### config.mk
export PLATFORM = sky130hd
export DESIGN_NAME = ipsxe_floating_point_stim_ctrl
export DESIGN_NICKNAME = d
export VERILOG_FILES = /design/src/rtl/ipsxe_floating_point_stim_ctrl.sv
export SDC_FILE = /design/constraint.sdc
export NUM_CORES = 1
export LEC_CHECK = 0
export ABC_CLOCK_PERIOD_IN_PS = 5250
export CAP_MARGIN = 5
export CORE_MARGIN = 2
export CORE_UTILIZATION = 44
export CTS_CLUSTER_DIAMETER = 60
export DETAILED_ROUTE_END_ITERATION = 8
export PLACE_DENSITY = 0.88
export SYNTH_ARGS = -nofsm -noshare
export SYNTH_HDL_FRONTEND = slang
export SYNTH_SLANG_ARGS = --single-unit
### constraint.sdc
create_clock -name clk -period 5.25 [get_ports clk]
set_input_delay 1.3125 -clock clk [delete_from_list [all_inputs] [get_ports clk]]
set_output_delay 1.3125 -clock clk [all_outputs]
set_load 0.1 [all_outputs]
### src/rtl/ipsxe_floating_point_stim_ctrl.sv
// Stimulus controller for the floating-point core example design.
// Walks the operand ROMs through NUM_VEC addresses, hands each operand pair
// to the core over a valid/ready handshake, then waits for the result. The
// wait is bounded by a timeout. Results that arrive outside the wait window
// are flagged as spurious.
`timescale 1ns/1ps

module ipsxe_floating_point_stim_ctrl #(
  parameter int EXP_WIDTH = 8,
  parameter int MAN_WIDTH = 23,
  parameter int NUM_VEC   = 4,
  parameter int TIMEOUT   = 256
) (
  input  logic                           clk,
  input  logic                           rst,
  input  logic                           start,
  output logic [3:0]                     rd_addr_a,
  output logic [3:0]                     rd_addr_b,
  input  logic [EXP_WIDTH+MAN_WIDTH:0]   rom_dout_a,
  input  logic [EXP_WIDTH+MAN_WIDTH:0]   rom_dout_b,
  output logic                           a_tvalid,
  output logic [EXP_WIDTH+MAN_WIDTH:0]   a_tdata,
  output logic                           b_tvalid,
  output logic [EXP_WIDTH+MAN_WIDTH:0]   b_tdata,
  input  logic                           ab_tready,
  input  logic                           res_tvalid,
  input  logic [EXP_WIDTH+MAN_WIDTH:0]   res_tdata,
  output logic                           busy,
  output logic                           done,
  output logic                           err_timeout,
  output logic                           err_spurious,
  output logic [4:0]                     res_cnt,
  output logic [EXP_WIDTH+MAN_WIDTH:0]   last_result
);

  localparam int W = 1 + EXP_WIDTH + MAN_WIDTH;

  // Index of the final vector and the last timer value before giving up.
  localparam logic [3:0]  LAST_IDX = 4'(NUM_VEC - 1);
  localparam logic [15:0] TMO_LAST = 16'(TIMEOUT - 1);

  typedef enum logic [2:0] {
    S_IDLE,
    S_FETCH,
    S_LOAD,
    S_DRIVE,
    S_WAIT_RES,
    S_DONE
  } state_e;

  state_e         state_q;
  logic [3:0]     vec_idx_q;
  logic [15:0]    timer_q;
  logic           a_tvalid_q;
  logic [W-1:0]   a_tdata_q;
  logic [W-1:0]   b_tdata_q;
  logic           busy_q;
  logic           done_q;
  logic           err_timeout_q;
  logic           err_spurious_q;
  logic [4:0]     res_cnt_q;
  logic [W-1:0]   last_result_q;

  // Next-state helpers for the handshake and result window.
  logic accept_d;
  logic timer_expired_d;
  logic spurious_d;

  // Decode the events that steer the sequencer this cycle.
  always_comb begin
    // NOTE: every signal gets a value before any condition so no latch can be inferred.
    accept_d        = 1'b0;
    timer_expired_d = 1'b0;
    spurious_d      = 1'b0;
    if (state_q == S_DRIVE) begin
      accept_d = a_tvalid_q && ab_tready;
    end
    if (state_q == S_WAIT_RES) begin
      timer_expired_d = (timer_q == TMO_LAST);
    end else begin
      spurious_d = res_tvalid;
    end
  end

  // Sequencer: walks the vectors, drives the handshake, and collects the results.
  always_ff @(posedge clk or posedge rst) begin
    if (rst) begin
      // NOTE: the datapath registers are reset as well, so tdata and last_result read 0 and no stale run state survives an abort.
      state_q        <= S_IDLE;
      vec_idx_q      <= '0;
      timer_q        <= '0;
      a_tvalid_q     <= 1'b0;
      a_tdata_q      <= '0;
      b_tdata_q      <= '0;
      busy_q         <= 1'b0;
      done_q         <= 1'b0;
      err_timeout_q  <= 1'b0;
      err_spurious_q <= 1'b0;
      res_cnt_q      <= '0;
      last_result_q  <= '0;
    end else begin
      // NOTE: non-blocking assignments keep every register update in step with the others on this edge.
      unique case (state_q)
        S_IDLE, S_DONE: begin
          if (start) begin
            state_q        <= S_FETCH;
            vec_idx_q      <= '0;
            res_cnt_q      <= '0;
            err_timeout_q  <= 1'b0;
            err_spurious_q <= 1'b0;
            busy_q         <= 1'b1;
            done_q         <= 1'b0;
          end
        end

        // The address is stable for this whole cycle, and the ROM registers it on the closing edge.
        S_FETCH: begin
          state_q <= S_LOAD;
        end

        S_LOAD: begin
          a_tdata_q  <= rom_dout_a;
          b_tdata_q  <= rom_dout_b;
          a_tvalid_q <= 1'b1;
          state_q    <= S_DRIVE;
        end

        // Hold valid and data for as long as the core applies backpressure.
        S_DRIVE: begin
          if (accept_d) begin
            a_tvalid_q <= 1'b0;
            timer_q    <= '0;
            state_q    <= S_WAIT_RES;
          end
        end

        // A result that arrives on the final timer cycle still counts.
        S_WAIT_RES: begin
          if (res_tvalid) begin
            last_result_q <= res_tdata;
            res_cnt_q     <= res_cnt_q + 5'd1;
            if (vec_idx_q == LAST_IDX) begin
              state_q <= S_DONE;
              busy_q  <= 1'b0;
              done_q  <= 1'b1;
            end else begin
              vec_idx_q <= vec_idx_q + 4'd1;
              state_q   <= S_FETCH;
            end
          end else if (timer_expired_d) begin
            err_timeout_q <= 1'b1;
            state_q       <= S_DONE;
            busy_q        <= 1'b0;
            done_q        <= 1'b1;
          end else begin
            timer_q <= timer_q + 16'd1;
          end
        end

        default: begin
          state_q    <= S_IDLE;
          a_tvalid_q <= 1'b0;
          busy_q     <= 1'b0;
          done_q     <= 1'b0;
        end
      endcase

      // Placed after the case so a stray result still gets flagged when a restart clears the flags on the same cycle.
      if (spurious_d) begin
        err_spurious_q <= 1'b1;
      end
    end
  end

  assign rd_addr_a    = vec_idx_q;
  assign rd_addr_b    = vec_idx_q;
  assign a_tvalid     = a_tvalid_q;
  assign b_tvalid     = a_tvalid_q;
  assign a_tdata      = a_tdata_q;
  assign b_tdata      = b_tdata_q;
  assign busy         = busy_q;
  assign done         = done_q;
  assign err_timeout  = err_timeout_q;
  assign err_spurious = err_spurious_q;
  assign res_cnt      = res_cnt_q;
  assign last_result  = last_result_q;

  // The vector index never runs past the final ROM entry.
  a_idx_in_range: assert property (@(posedge clk) disable iff (rst)
    vec_idx_q <= LAST_IDX);

  // An offered operand pair stays put until the core takes it.
  a_hold_under_backpressure: assert property (@(posedge clk) disable iff (rst)
    (a_tvalid_q && !ab_tready) |=> (a_tvalid_q && $stable(a_tdata_q) && $stable(b_tdata_q)));

  // busy and done are never high together.
  a_busy_done_exclusive: assert property (@(posedge clk) disable iff (rst)
    !(busy_q && done_q));

endmodule

After elaboration in Yosys (flattened, before gate mapping)

Index checks and enable logic that the tools add are counted.

Register bits: 129
Output and inout bits: 115
Word-level logic and storage cells: 87

Add/subtract/negate cells: 3
Equality and inequality tests: 16
Multiplexer cells: 36
Bitwise gates (word level): 2
Reductions and logical operators: 18

Operators by type and width:

| operator                                                          | count |
|---|---|
| 16-bit 2-to-1 mux                                                 | 3 |
| 16-bit case mux with 2 select lines                               | 1 |
| 16-bit by 1-bit adder with 16-bit output (second input constant)  | 1 |
| 16-bit by 8-bit == test with 1-bit output (second input constant) | 1 |
| 4-bit AND reduction                                               | 4 |
| 1-bit 2-to-1 mux                                                  | 15 |
| 3-bit 2-to-1 mux                                                  | 5 |
| 3-bit case mux with 5 select lines                                | 1 |
| 2-bit != test (second input constant)                             | 7 |
| 4-bit 2-to-1 mux                                                  | 3 |
| 5-bit 2-to-1 mux                                                  | 2 |
| 5-bit case mux with 2 select lines                                | 1 |
| 1-bit case mux with 3 select lines                                | 3 |
| 4-bit case mux with 2 select lines                                | 1 |
| 2-bit nonzero test                                                | 4 |
| 3-bit by 2-bit == test with 1-bit output (second input constant)  | 2 |
| 3-bit == test (second input constant)                             | 2 |
| 2-bit AND reduction                                               | 3 |
| 3-bit AND reduction                                               | 2 |
| 5-bit by 1-bit adder with 5-bit output (second input constant)    | 1 |
| 4-bit by 1-bit adder with 4-bit output (second input constant)    | 1 |
| 4-bit by 2-bit == test with 1-bit output (second input constant)  | 1 |
| 4-bit OR reduction                                                | 1 |
| 3-bit by 1-bit == test with 1-bit output (second input constant)  | 1 |
| other kinds (8)                                                   | 9 |

Longest topological paths before layout

Depth in word-level cells: 5
Gate-level depth with buffers: 7
Mapped depth without buffers: 5

Least setup slack after synthesis

No wires, ideal clock.

Path kind: input to register
Start: input port res_tvalid
End: register timer_q[15]
Arrival time: 2620 ps
Data required time: 5127 ps
Slack: 2507 ps
Stages on the path: 5
Buffers on the path: 1
Cell sequence: buf_2 or4b_4 nor4_4 nand4_1 mux2i_1

Cells in the longest elaborated chain, start to end: 2

RTL lines:

| item                          | line | RTL |
|---|---|---|
| from (decl)                   | 26   | `input logic res_tvalid,` |
| 2-bit != test (no line)       | --   |  |
| 4-bit AND reduction (no line) | --   |  |
| to (signal assigned)          | 156  | `timer_q <= timer_q + 16'd1;` |
| to (decl)                     | 53   | `logic [15:0] timer_q;` |

Every way passes these cells.
A chain may end at the register's enable or synchronous reset.

Worst setup path in the final report

Start: register a_tvalid_q (netlist: a_tvalid)
End: output port b_tvalid

RTL lines:

| item                   | line | RTL |
|---|---|---|
| from (decl)            | 54   | `logic a_tvalid_q;` |
| from (signal assigned) | 92   | `a_tvalid_q <= 1'b0;` |
| from (signal assigned) | 124  | `a_tvalid_q <= 1'b1;` |
| from (signal assigned) | 131  | `a_tvalid_q <= 1'b0;` |
| to (decl)              | 23   | `output logic b_tvalid,` |

No word-level cell between the ends.

==> results.toml <==
[global_routing]
grt_use_total_pct = 22.1
antenna_found_initial = 0
grt_pass1_wl_um = 22500
grt_pass1_vias = 4484
grt_remaining_overflow = 0
grt_start_max_net_pins = 66

[worst_setup_path]
required_ns = 3.94
path_max_fanout = 6
startpoint = "a_tvalid"
worstSetupPathType = "reg2out"
path_cells = "clkdlybuf4s50_1"
end_kind = "output pin"
r2r_end = "a_tdata[23]"
reg2reg_depth = 4
path_buf_inv = 1
crit_family = "buffers and inverters"
cp_slowest_cell = "clkdlybuf4s50_1"
critPathLaunchType = "register"
r2r_setup_slack_ns = 2.90
crit_arrival_ns = 2.01
cp_slowest_stage_delay_ns = 1.17
cp_num_cells = 1
reg2reg_from = "state_q[1]"

[synth]
synth_area_leader_cell = "dfrtp_1"
ys_types = 49
ys_seq_area_share_pct = 59.4
synthCells = 405
yosys-top-cells-area = "dfrtp_1 59%, mux2_2 19%, nand3_1 1.4%"
async_reset_ff_share_pct = 100
synth_fp_nets = 509
syn_area_mm2 = 0.00544
ys.flop_type = "dfrtp_1"
synth.ff_latch_count = 129
synth_top_area_share_pct = 59.4
synth.most_common_cell = "dfrtp_1"
syn_avg_cell_area_um2 = 13.4
yosys-top-cells-count = "129 x dfrtp_1, 92 x mux2_2, 15 x nand3_1"
synth-edff-count = 0
yosysWarnings = 0

[clock_network]
path_clk_slew_ns = 0.05
insertion_delay_ns = 0.41
cts_tree = "built"
cts_root_buf = "clkbuf_16"
htree_num_levels = 4
postCtsSetupBuffers = 0
cts.sinks = 129
cts_resized = 0
cts_buffer_depth = 2
hold_buffers = 0
cts_inserted_buffers = 17

[layout]
area_growth_pct = 53.5
final_cell_area_mm2 = 0.00834
drive_gt1_share_pct = 21.7
fin_cells = 775
num_antenna_cells = 0
fin_nets = 719

[sta]
worst_hold_slack_ns = 0.489
post-route-period-util_pct = 63.2
tns_ns = 0
period_minus_slack_ns = 3.32
rsz0062_at_grt = "false"
worst_clock_skew_ns = 0.00533
slew_viol_final = 0
worstMarginPinSlew_ns = 1.05
relSlewSlack_pct = 29.9
fmax_mhz = 301
setup_viol = 0
hold_violations = 0

[status]
status = "finished clean"

[floorplanning]
die-area_mm2 = 0.0133
start_util_pct = 45.3
coreArea_mm2 = 0.0120
die_w_um = 115
num_io_pins = 216
num_rows = 40
die_h_um = 115

[drt]
viasPerCell = 5.42
drt-pass1-iter-count = 5
drc = 0
drtIter0Drc = 268
drt_wl_total_um = 14000
ant_nets = 0
vias = 4200
wire_per_inst_um = 18.1

[hold_path]
hold_end = "b_tdata[11]"
min_path_type = "reg2reg"
min_path_cells = 1
hold_start = "b_tdata[11]"

[place]
io_buffers = 215
dpl_cell_area_mm2 = 0.00766
gp_congestion = 0.910
dp_hpwl_um = 9930
place_inst = 743

[job]
timing.max_cap.violations = 0
## area by class of cell
type,count,area [um2]
clock buffer,23,478
clock inverter,9,201
fill,807,3670
inverter,6,25.0
multi-input combinational,242,2040
sequential,129,3230
tap,147,184
timing repair buffer,219,2180
## routing by layer
| layer | track usage (%) | vias up | part of all wire [%] |
|---|---|---|---|
| met2 | 36.3 | 201 | 51 |
| met5 | 0 | - | 0 |
| met4 | 10.1 | 0 | 2.8 |
| li1 | - | 1892 | - |
| met1 | 24.8 | 2063 | 38 |
| met3 | 9.70 | 44 | 8.8 |
## registers in the layout, indices dropped and copies added, names as in the netlist
signal	flops
state_q	3
timer_q	16
err_spurious	1
busy	1
done	1
rd_addr_a	4
a_tvalid	1
res_cnt	5
last_result	32
a_tdata	32
err_timeout	1
b_tdata	32
## layout by cell type, fill, tap and decap left out, drive strengths merged, types with 2 or more instances in the layout
cell and instances:
clkdlybuf4s50 215, dfrtp 129, mux2 98, clkbuf 23, nand3 15, nand2 14
o21ai 14, nor2 12, a21oi 11, mux2i 6, a31oi 6, bufinv 6
inv 6, nand4 5, nor3 5, and3 4, and4 4, or3 4
buf 4, nor4 4, a22o 3, or2 3, nand2b 3, ha 3
or3b 2, o211ai 2, xnor2 2, or4 2, o311ai 2, o31ai 2
o22ai 2, clkinv 2
## worst max path at each step
stage	slack, ns	end
after floorplan	0.50	a_tdata[0]
after global routing	1.85	a_tvalid
after CTS	1.90	a_tvalid
final	1.93	b_tvalid
after detailed placement	1.95	timer_q[11]
after global placement	1.96	timer_q[15]
## stage by stage
step           util, %  worst slack (ns)
5_1_grt           69.5              1.85
4_1_cts           69.5              1.90
2_1_floorplan        -             0.497
6_report          69.5              1.93
3_5_place_dp      63.8              1.95
3_3_place_gp      63.8              1.96
## kinds of logic after synthesis
group / count (synthesis) / share of synthesized area [%]
compound gates: 52 / 6.21
xor+xnor: 3 / 0.483
fa+ha+maj: 3 / 0.691
buf+inv: 34 / 3.13
flops: 129 / 59.4
mux: 104 / 21.4
simple gates: 80 / 8.70
Power is left out: the tool's default activity adds up to more than one toggle a clock period on the data nets, which glitch-free logic cannot reach.
